$ cat src/rtl/traceback_reader.sv
// Walks a stored traceback path from (0,0) to the end cell. Each coordinate
// step is turned into one alignment symbol, sent out with a valid/ready handshake.
module traceback_reader #(
  parameter int         LENGTH      = 10,
  parameter int         CWIDTH      = 2,
  parameter int         CORD_LENGTH = 8,
  parameter int         ADDR_WIDTH  = 5,
  parameter logic [1:0] TOP_DIR     = 2'b00,
  parameter logic [1:0] LEFT_DIR    = 2'b01,
  parameter logic [1:0] CORNER_DIR  = 2'b10
) (
  input  logic                       clk,
  input  logic                       reset,
  input  logic                       start,
  input  logic [ADDR_WIDTH-1:0]      count,
  input  logic [LENGTH*CWIDTH-1:0]   s1,
  input  logic [LENGTH*CWIDTH-1:0]   s2,
  output logic                       ren,
  output logic [ADDR_WIDTH-1:0]      raddr,
  input  logic [2*CORD_LENGTH-1:0]   rdata,
  output logic                       out_valid,
  input  logic                       out_ready,
  output logic [1:0]                 out_op,
  output logic [CWIDTH-1:0]          out_c1,
  output logic [CWIDTH-1:0]          out_c2,
  output logic                       out_last,
  output logic                       busy,
  output logic                       done,
  output logic                       error
);

  localparam int SW = LENGTH*CWIDTH;
  localparam int DW = 2*CORD_LENGTH;
  localparam logic [CORD_LENGTH-1:0] LAST_CORD = CORD_LENGTH'(LENGTH-1);

  typedef enum logic [2:0] {S_IDLE, S_READ, S_CAPTURE, S_EMIT, S_DONE, S_ERR} state_e;

  state_e                  state_q, state_d;
  logic [ADDR_WIDTH-1:0]   addr_q;
  logic                    first_q;
  logic                    cph_q;
  logic [DW-1:0]           wd_q, prev_q;
  logic [1:0]              op_q;
  logic [CWIDTH-1:0]       c1_q, c2_q;
  logic                    last_q;

  logic                    start_acc;
  logic [CORD_LENGTH-1:0]  x, y, dx, dy;
  logic                    viol;
  logic [1:0]              step_op;
  logic [CWIDTH-1:0]       step_c1, step_c2;

  function automatic logic [CWIDTH-1:0] char_at(input logic [SW-1:0] s,
                                                input logic [CORD_LENGTH-1:0] idx);
    logic [CWIDTH-1:0] r;
    r = '0;
    for (int k = 0; k < LENGTH; k++)
      if (idx == CORD_LENGTH'(k)) r = s[(LENGTH-1-k)*CWIDTH +: CWIDTH];
    return r;
  endfunction

  assign start_acc = start && (state_q == S_IDLE || state_q == S_DONE || state_q == S_ERR);

  assign x  = wd_q[DW-1:CORD_LENGTH];
  assign y  = wd_q[CORD_LENGTH-1:0];
  assign dx = x - prev_q[DW-1:CORD_LENGTH];
  assign dy = y - prev_q[CORD_LENGTH-1:0];

  // Classify the captured word against the previous one; wd_q is stable in phase 1.
  always_comb begin
    step_op = CORNER_DIR;
    viol    = 1'b0;
    if (first_q) begin
      viol = (x != '0) || (y != '0);
    end else if (dx == CORD_LENGTH'(1) && dy == CORD_LENGTH'(1)) begin
      step_op = CORNER_DIR;
    end else if (dx == '0 && dy == CORD_LENGTH'(1)) begin
      step_op = TOP_DIR;
    end else if (dx == CORD_LENGTH'(1) && dy == '0) begin
      step_op = LEFT_DIR;
    end else begin
      viol = 1'b1;
    end
    if (x > LAST_CORD || y > LAST_CORD) viol = 1'b1;
    if (addr_q == '0 && (x != LAST_CORD || y != LAST_CORD)) viol = 1'b1;
    step_c1 = (step_op == LEFT_DIR) ? '0 : char_at(s1, y);
    step_c2 = (step_op == TOP_DIR)  ? '0 : char_at(s2, x);
  end

  always_ff @(posedge clk or negedge reset) begin
    if (!reset) state_q <= S_IDLE;
    else        state_q <= state_d;
  end

  always_comb begin
    state_d = state_q;
    case (state_q)
      S_IDLE, S_DONE, S_ERR:
        if (start_acc) state_d = (count == '0) ? S_ERR : S_READ;
      S_READ:    state_d = S_CAPTURE;
      // Phase 0 latches rdata, phase 1 validates the latched word.
      S_CAPTURE: if (cph_q) state_d = viol ? S_ERR : S_EMIT;
      S_EMIT:    if (out_ready) state_d = (addr_q == '0) ? S_DONE : S_READ;
      default:   state_d = S_IDLE;
    endcase
  end

  always_comb begin
    ren       = (state_q == S_READ);
    raddr     = addr_q;
    out_valid = (state_q == S_EMIT);
    busy      = (state_q == S_READ) || (state_q == S_CAPTURE) || (state_q == S_EMIT);
    done      = (state_q == S_DONE);
    error     = (state_q == S_ERR);
    out_op    = op_q;
    out_c1    = c1_q;
    out_c2    = c2_q;
    out_last  = last_q;
  end

  always_ff @(posedge clk or negedge reset) begin
    if (!reset) begin
      addr_q  <= '0;
      first_q <= 1'b0;
      cph_q   <= 1'b0;
      wd_q    <= '0;
      prev_q  <= '0;
      op_q    <= '0;
      c1_q    <= '0;
      c2_q    <= '0;
      last_q  <= 1'b0;
    end else begin
      cph_q <= (state_q == S_CAPTURE) && !cph_q;
      if (start_acc) begin
        addr_q  <= count - ADDR_WIDTH'(1);
        first_q <= 1'b1;
      end
      if (state_q == S_CAPTURE && !cph_q) wd_q <= rdata;
      if (state_q == S_CAPTURE && cph_q && !viol) begin
        op_q    <= step_op;
        c1_q    <= step_c1;
        c2_q    <= step_c2;
        last_q  <= (addr_q == '0);
        prev_q  <= wd_q;
        first_q <= 1'b0;
      end
      if (state_q == S_EMIT && out_ready && addr_q != '0) addr_q <= addr_q - ADDR_WIDTH'(1);
    end
  end

endmodule

$ cat config.mk
export PLATFORM = sky130hd
export DESIGN_NAME = traceback_reader
export DESIGN_NICKNAME = d
export VERILOG_FILES = /design/src/rtl/traceback_reader.sv
export SDC_FILE = /design/constraint.sdc
export NUM_CORES = 1
export LEC_CHECK = 0
export CAP_MARGIN = 20
export CORE_UTILIZATION = 25
export CTS_CLUSTER_SIZE = 20
export DETAILED_ROUTE_END_ITERATION = 16
export PLACE_DENSITY = 0.58
export SLEW_MARGIN = 30
export SYNTH_ARGS = -nofsm -noshare
export SYNTH_HDL_FRONTEND = slang
export SYNTH_SLANG_ARGS = --single-unit
$ cat constraint.sdc
create_clock -name clk -period 5.24 [get_ports clk]
set_input_delay 0.786 -clock clk [delete_from_list [all_inputs] [get_ports clk]]
set_output_delay 0.786 -clock clk [all_outputs]
set_load 0.02 [all_outputs]
[Word level (Yosys, flattened, before mapping)]
Index checks and enable logic that the tools add are counted.
Word-level totals
  latch bits: 0
  output and inout port bits: 17
  memory bits (writable): 0
  memories: 0
  ROM bits: 0
  bits of input ports: 65
  logic and storage cells: 124
  bits in registers: 49
Cells by class
  magnitude comparators: 2
  divide/modulo/power cells: 0
  shifts and indexed selects: 0
  $mul: 0
  add/subtract/negate cells: 4
  reduce and logical (&&, ||, !) cells: 34
  eq/ne operators: 31
  bitwise operators: 0
  mux-type cells: 43
Operator list (number)
  $eq A8 B3 Y1 const B: 8
  $mux W2: 26
  $eq A8 B1 Y1 const B: 4
  $eq A8 B2 Y1 const B: 4
  $eq A8 B4 Y1 const B: 4
  $logic_not A8 Y1: 4
  $mux W3: 6
  $gt A8 B4 Y1 const B: 2
  $ne A8 B4 Y1 const B: 2
  $reduce_bool A8 Y1: 2
  $sub A8 B8 Y8: 2
  $pmux W3 S4: 1
  $logic_and A1 B1 Y1: 10
  $logic_not A5 Y1: 2
  $mux W5: 2
  $sub A5 B1 Y5 const B: 2
  $mux W1: 8
  $logic_or A1 B1 Y1: 7
  $eq A3 B2 Y1 const B: 2
  $eq A3 B3 Y1 const B: 2
  $reduce_bool A5 Y1: 1
  $ne A2 B2 Y1 const B: 2
  $reduce_bool A2 Y1: 2
  $eq A3 B1 Y1 const B: 1
  other kinds (7): 8

[Logic depth before layout (Yosys ltp)]
Gate-level depths: netlist (run 1).
  depth in word-level cells: 12
  mapped depth: 12
  mapped depth without buffers: 10

[Least setup slack after synthesis (run 1)]
No wires, ideal clock.
  kind: reg2reg
  start: register wd_q[0]
  end: register op_q[0] (netlist: out_op[0])
  required time: 5115 ps
  clock period less this slack: 3094 ps
  buffers on the path: 2
  path slack: 2146 ps
  cell stages (with the launch flop): 13
  arrival time: 2968 ps
  library setup time: 125 ps
  cell sequence: dfrtp_1 > buf_2 > inv_1 > ha_1 > fa_1 > nand2b_1 > a21oi_2 > a211oi_1 > nor4_2 > nand4_1 > a21oi_4 > buf_8 > mux2_4
Between the ends
  longest elaborated chain between the ends: 11
  elaborated cells on any way between the ends: 25
  those cells by class: 1 x add/sub; 1 x order compare; 2 x eq/ne; 10 x mux; 11 x reduce/logical
RTL lines
  start, declared: RTL line 42  | logic [DW-1:0] wd_q, prev_q;
  start signal, assigned: RTL line 138  | if (state_q == S_CAPTURE && !cph_q) wd_q <= rdata;
  $sub A8 B8 Y8: RTL line 67  | assign dy = y - prev_q[CORD_LENGTH-1:0];
  $logic_not A8 Y1: RTL line 79  | end else if (dx == CORD_LENGTH'(1) && dy == '0) begin
  $logic_and A1 B1 Y1: RTL line 79
  $mux W1: RTL line 79
  $mux W1: RTL line 77  | end else if (dx == '0 && dy == CORD_LENGTH'(1)) begin
  $mux W1: RTL line 75  | end else if (dx == CORD_LENGTH'(1) && dy == CORD_LENGTH'(1)) begin
  $mux W1: RTL line 73  | if (first_q) begin
  $mux W1: RTL line 84  | if (x > LAST_CORD || y > LAST_CORD) viol = 1'b1;
  $mux W1: RTL line 85  | if (addr_q == '0 && (x != LAST_CORD || y != LAST_CORD)) viol = 1'b1;
  $logic_not A1 Y1: RTL line 139  | if (state_q == S_CAPTURE && cph_q && !viol) begin
  $logic_and A1 B1 Y1: RTL line 139
  end signal, assigned: RTL line 140  | op_q <= step_op;
  end, declared: RTL line 43  | logic [1:0] op_q;
Several ways; a longest one is shown, not always the timed one.
A chain may end at the register's enable or synchronous reset.

[Final worst setup path (run 1)]
  start: register wd_q[0]
  end: register c2_q[1] (netlist: out_c2[1])
Between the ends
  longest elaborated chain between the ends: 11
  elaborated cells on any way between the ends: 27
  those cells by class: 1 x add/sub; 1 x order compare; 2 x eq/ne; 11 x mux; 12 x reduce/logical
RTL lines
  $sub A8 B8 Y8: RTL line 67
  $logic_not A8 Y1: RTL line 79
  $logic_and A1 B1 Y1: RTL line 79
  $mux W1: RTL line 79
  $mux W1: RTL line 77
  $mux W1: RTL line 75
  $mux W1: RTL line 73
  $mux W1: RTL line 84
  $mux W1: RTL line 85
  $logic_not A1 Y1: RTL line 139
  $logic_and A1 B1 Y1: RTL line 139
  end signal, assigned: RTL line 142  | c2_q <= step_c2;
  end, declared: RTL line 44  | logic [CWIDTH-1:0] c1_q, c2_q;
Several ways; a longest one is shown, not always the timed one.

==> flow_summary.toml, run 1 <==
[layout]
drive_gt1_frac = 0.0899
post-route-util = 0.348
seq_area_mm2 = 0.00123
syn_to_final_growth_pct = 33.4
diodes = 0
nets = 548
multi_input_area_mm2 = 0.00212
fillers = 1387
design_area_mm2 = 0.00468

[timing]
final_max_slew_viol_count = 0
setup_viol = 0
period_share = 0.751
tightest_slew_ns = 0.885
fmax_ghz = 0.254
max-slew-margin-rel = 0.409
setup_slack_ns = 1.31
period_needed_ns = 3.93
finClkSkew_ns = 0.00510
rsz0062_at_grt = "false"
fin_tns_setup_ns = 0
hold_viol = 0

[drt]
first_pass_iters = 6
via_count = 3136
via_per_inst = 4.88
route.detailed.drc = 0
wirelength_um = 9130
post_drt_wl_per_cell_um = 14.2
drt_iter0_drc = 176
ant_nets = 0

[synth]
synth_compound_area_frac = 0.154
ys_types = 60
yosys.area.top_type = "dfrtp_1"
synth_edf_count = 0
synth_mux_area_frac = 0.130
synthArstFlopShare = 1.00
synth-xor-area-share = 0.0200
syn_area_mm2 = 0.00351
avgSynthCellArea_um2 = 9.02
synth_cells = 389
synthTopCellsByCount = "49 x dfrtp_1, 36 x nor2_1, 27 x nand2_1"
ys_ff_latch = 49
synth_most_common_cell = "dfrtp_1"
yosys.area_share.adder = 0.0649
synth.area.top_cells = "dfrtp_1 35%, mux2i_1 5.4%, ha_1 5.3%"
synth_warnings = 0
yosys.area_share.simple = 0.234
synth-main-ff-cell = "dfrtp_1"
synth_top_family_by_area = "simple AND/OR/NAND/NOR gates"
ys_seq_area_frac = 0.349
synth_fp_nets = 471
yosysTopAreaCellShare = 0.349

[placement]
gp_congestion = 0.851
dp_hpwl_um = 7050
dp_slack_ns = 1.31
port_buffers = 81
place_area_mm2 = 0.00449

[grt]
grt_max_degree = 50
track_usage = 0.130
grt_pass1_wl_um = 15000
grt_pass1_vias = 3048
antenna_found_initial = 0
gr-total-overflow = 0

[critical_path]
crit_buf_inv = 1
cpMaxStageDelayCell = "a21oi_4"
crit_type = "reg2reg"
critPathLaunchType = "flop"
max_stage_delay_ns = 0.76
critPathMaxFanout = 23
cp-end-kind = "flop"
cp_data_arrival_time_ns = 4.11
crit_chain = "inv_1, ha_1, fa_1, nand2b_1, a21oi_2, a211oi_1, nor4_2, nand4_1, a21oi_4, mux2_2"
path_delay_family = "compound AO/OA/AOI/OAI gates"
critPathRequiredTime_ns = 5.42

[cts]
cts_buffer_depth = 2
clkSinkCount = 49
clk-insertion-delay-late_ns = 0.29
path_clk_slew_ns = 0.06
clockRootBuffer = "clkbuf_16"
cts_resized = 0
cts_tree = "yes"
cts_made_buffers = 5
cts_setup_buffers = 0
htreeDepth = 2
postCtsHoldBufs = 0

[die]
io_pins = 82
die-width_um = 120
chipHeight_um = 120
start_util = 0.261
core-area_mm2 = 0.0135
dieArea_mm2 = 0.0145
row_count = 42

[power]
total_power_w = 0.00224
cellPowerDensity_mw_per_mm2 = 479
power_switching_w = 0.000964
intPower_w = 0.00128
power_frac_comb = 0.511
swShare = 0.430
peakVddDrop_uv = 170
p_leak_nw = 1.88
clkPwrFrac = 0.184
power_frac_seq = 0.305

[worst_hold_path]
hp-class = "reg2reg"

[run]
drv_cap = 0

[run_status]
status = "completed"
path summary, 6_finish.rpt:
check | startpoint | endpoint | slack [ns] | cells after the start
setup / recovery | wd_q[0] | out_c2[1] | 1.31 | 10
hold / removal | prev_q[14] | prev_q[14] | 0.50 | 2
setup reg to reg | wd_q[0] | out_c2[1] | 1.31 | 10
hold reg to reg | prev_q[14] | prev_q[14] | 0.50 | 2
max in group asynchronous | reset | out_op[1] | 4.22 | 2
min in group asynchronous | reset | wd_q[12] | 0.61 | 2
power groups by stage:
stage | registers [W] | clock network, W | logic [W]
after global placement | 0.000685 | 0 | 0.00112
after CTS | 0.000682 | 0.000423 | 0.00116
after global routing | 0.000709 | 0.000440 | 0.00128
after detailed placement | 0.000689 | 0 | 0.00115
final | 0.000684 | 0.000413 | 0.00115
after floorplan | 0.000591 | 0 | 0.000896
sequential cells by signal (all words and copies together) (netlist names):
signal,cells
out_op,2
cph_q,1
out_c2,2
out_c1,2
state_q,3
prev_q,16
first_q,1
out_last,1
wd_q,16
raddr,5
worst register-to-register path, cell delays in order (launching register included):
cell	delay (ns)
dfrtp_1	0.64
inv_1	0.23
ha_1	0.28
fa_1	0.39
nand2b_1	0.17
a21oi_2	0.17
a211oi_1	0.11
nor4_2	0.45
nand4_1	0.22
a21oi_4	0.76
mux2_2	0.42
logic make-up (layout without fill, tap and decap cells):
logic type / after synthesis / count (layout)
adder cells (fa/ha/maj): 17 / 17
XOR/XNOR: 8 / 8
buffers and inverters: 40 / 118
multiplexers: 40 / 40
AO/OA/AOI/OAI: 84 / 84
AND/OR/NAND/NOR: 151 / 151
flip-flops: 49 / 49
area by class of cell:
cell class,count,area share
multi-input cells,300,0.453
repair buffers,84,0.177
clock inverters,3,0.0139
clock buffers,5,0.0267
flip-flops and latches,49,0.262
inverters,26,0.0208
well taps,176,0.0470
per-stage QoR:
stage	cells	hold slack (ns)
floorplan	389	0.463
global placement	635	0.476
detailed placement	635	0.488
CTS	643	0.504
global route	643	0.517
finish	643	0.499
cell usage in the layout, fill, tap and decap left out, types with 3 or more instances in the layout:
cell type	n
a211oi_1	7
a21o_1	6
a21oi_1	20
a31oi_1	3
buf_4	3
clkbuf_16	5
clkdlybuf4s50_1	80
dfrtp_1	49
ha_1	15
inv_1	26
mux2_2	15
mux2_4	5
mux2i_1	19
nand2_1	27
nand2b_1	16
nand3_1	9
nand3b_1	4
nand4_1	11
nor2_1	36
nor2b_1	9
nor3_1	9
nor3b_1	3
nor4_1	6
o21ai_0	22
o22ai_1	7
or4_1	5
xnor2_1	5
xor2_1	3
metal layers:
metal	global-route usage	part of all wire
met3	0.0259	0.045
met4	0.0340	0.014
met1	0.174	0.48
met2	0.211	0.46
met5	0	0
(Power assumes the default switching activity.)
==> inputs of run 2 (changes only) <==
PLACE_DENSITY = 0.59   (was 0.58)
clock period = 3.15 ns   (was 5.24 ns; I/O delays follow)
==> run 2 against run 1 <==
Net effect:
- sequential cell count unchanged
- critical path depth up 1
- non-clock buffer count up 14
- die area unchanged
- power up 68%
- register-to-register slack worse by 1.1 ns
- global-route usage up 0.62 points
- first-iteration DRC count up 66%
- via count up 2.0%
==> flow_summary.toml, run 2 (synthesis gave the netlist of run 1 again) <==
[run_status]
status = "completed"

[cts]
cts_setup_buffers = 0
postCtsHoldBufs = 0
clk-insertion-delay-late_ns = 0.29
htreeDepth = 2
cts_buffer_depth = 2
cts_made_buffers = 5
cts_tree = "yes"
path_clk_slew_ns = 0.06
cts_resized = 0
clkSinkCount = 49
clockRootBuffer = "clkbuf_16"

[grt]
grt_pass1_wl_um = 15800
grt_max_degree = 28
track_usage = 0.136
gr-total-overflow = 0
antenna_found_initial = 0
grt_pass1_vias = 3197

[timing]
final_max_slew_viol_count = 0
setup_slack_ns = 0.171
period_needed_ns = 2.98
fmax_ghz = 0.336
hold_ws_ns = 0.200
period_share = 0.946
rsz0062_at_grt = "true"
hold_viol = 0
max-slew-margin-rel = 0.593
setup_viol = 0
finClkSkew_ns = 0.00920
tightest_slew_ns = 0.611

[critical_path]
critPathMaxFanout = 11
crit_start = "wd_q[8]"
critPathRequiredTime_ns = 3.32
critPathLaunchType = "flop"
cp_data_arrival_time_ns = 3.15
crit_type = "reg2reg"
timing.rr.start = "wd_q[8]"
cp-end-kind = "flop"

[die]
die-width_um = 120
chipHeight_um = 120
start_util = 0.261
dieArea_mm2 = 0.0145
row_count = 42
io_pins = 82
core-area_mm2 = 0.0135

[power]
power_switching_w = 0.00163
power_frac_comb = 0.580
intPower_w = 0.00214
p_leak_nw = 1.94
peakVddDrop_uv = 300
power_frac_seq = 0.263
swShare = 0.432
cellPowerDensity_mw_per_mm2 = 791
clkPwrFrac = 0.157

[layout]
fin_cells = 656
final_common_cell = "clkdlybuf4s50_1"
design_area_mm2 = 0.00476
diodes = 0
fillers = 1410
nets = 562
syn_to_final_growth_pct = 35.6
drive_gt1_frac = 0.115
mostFrequentLayoutCells = "80 x clkdlybuf4s50_1, 49 x dfrtp_1, 36 x nor2_1"

[drt]
via_per_inst = 4.88
post_drt_wl_per_cell_um = 14.4
route.detailed.drc = 0
via_count = 3200
drt_iter0_drc = 293
first_pass_iters = 4
wirelength_um = 9440
ant_nets = 0

[run]
drv_cap = 0

[placement]
port_buffers = 81
place_area_mm2 = 0.00460
place_inst = 649
dp_hpwl_um = 7450
gp_congestion = 0.845
dp_slack_ns = 0.198

[worst_hold_path]
hp-class = "in2async"
[run 2: cell count changes in the layout (fill, tap and decap cells not counted)]
cell       previous run  this run
buf_4                 3        17
bufinv_16             2         1
[run 2: final timing paths]
path	cells after the start	slack, ns	end
min	1	0.20	prev_q[15]
min reg2reg	2	0.50	prev_q[14]
max reg2reg	11	0.17	prev_q[3]
min in group clk	2	0.50	prev_q[14]
max	11	0.17	prev_q[3]
max in group asynchronous	2	2.21	prev_q[12]
[run 2: final cells by class]
class	instances	area, µm²	area share
Sequential cell	49	1230	0.258
Clock inverter	2	35.0	0.00736
Inverter	26	97.6	0.0205
Multi-Input combinational cell	300	2120	0.446
Clock buffer	5	125	0.0263
Tap cell	176	220	0.0463
Timing Repair Buffer	98	933	0.196
[run 2: critical path: stages (launching register included)]
cell,delay [ns]
dfrtp_1,0.35
inv_1,0.08
ha_1,0.24
fa_1,0.50
and3b_1,0.18
nand2_1,0.05
nor4_1,0.26
and4_1,0.26
nand4_1,0.16
a21oi_4,0.19
buf_4,0.24
mux2_2,0.35
[run 2: per-layer routing]
layer / up-vias / wire [µm] / global-route usage
li1: 1587 / - / -
met1: 1529 / 4370 / 0.181
met2: 79 / 4510 / 0.232
met3: 5 / 475 / 0.0189
met4: 0 / 77 / 0.0324
met5: - / 0 / 0
[run 2: metrics by stage]
stage	power, W	utilization	setup TNS [ns]
after floorplan	0.00247	-	0
after detailed placement	0.00317	0.342	0
final	0.00377	0.354	0
after CTS	0.00378	0.354	0
after global placement	0.00314	0.342	0
after global routing	0.00409	0.354	-0.0249
[run 2: power groups by stage]
stage          combinational (W)  clock, W  sequential (W)
6_report                 0.00219  0.000591        0.000989
5_1_grt                  0.00243  0.000638         0.00102
3_5_place_dp             0.00217         0        0.000999
4_1_cts                  0.00219  0.000606        0.000990
2_1_floorplan            0.00149         0        0.000983
3_3_place_gp             0.00215         0        0.000994
==> inputs of run 3 (changes only) <==
==> constraint.sdc (replaced) <==
create_clock -name clk -period 3.15 [get_ports clk]
set_input_delay 0.4725 -clock clk [delete_from_list [all_inputs] [get_ports clk]]
set_output_delay 0.4725 -clock clk [all_outputs]
set_load 0.005 [all_outputs]
==> results of run 3 <==
Same layout as run 2 (identical final DEF). Status: completed.
Among the figures that moved: total power 0.00377 W -> 0.00370 W; worst IR drop on VDD 300 µV -> 299 µV
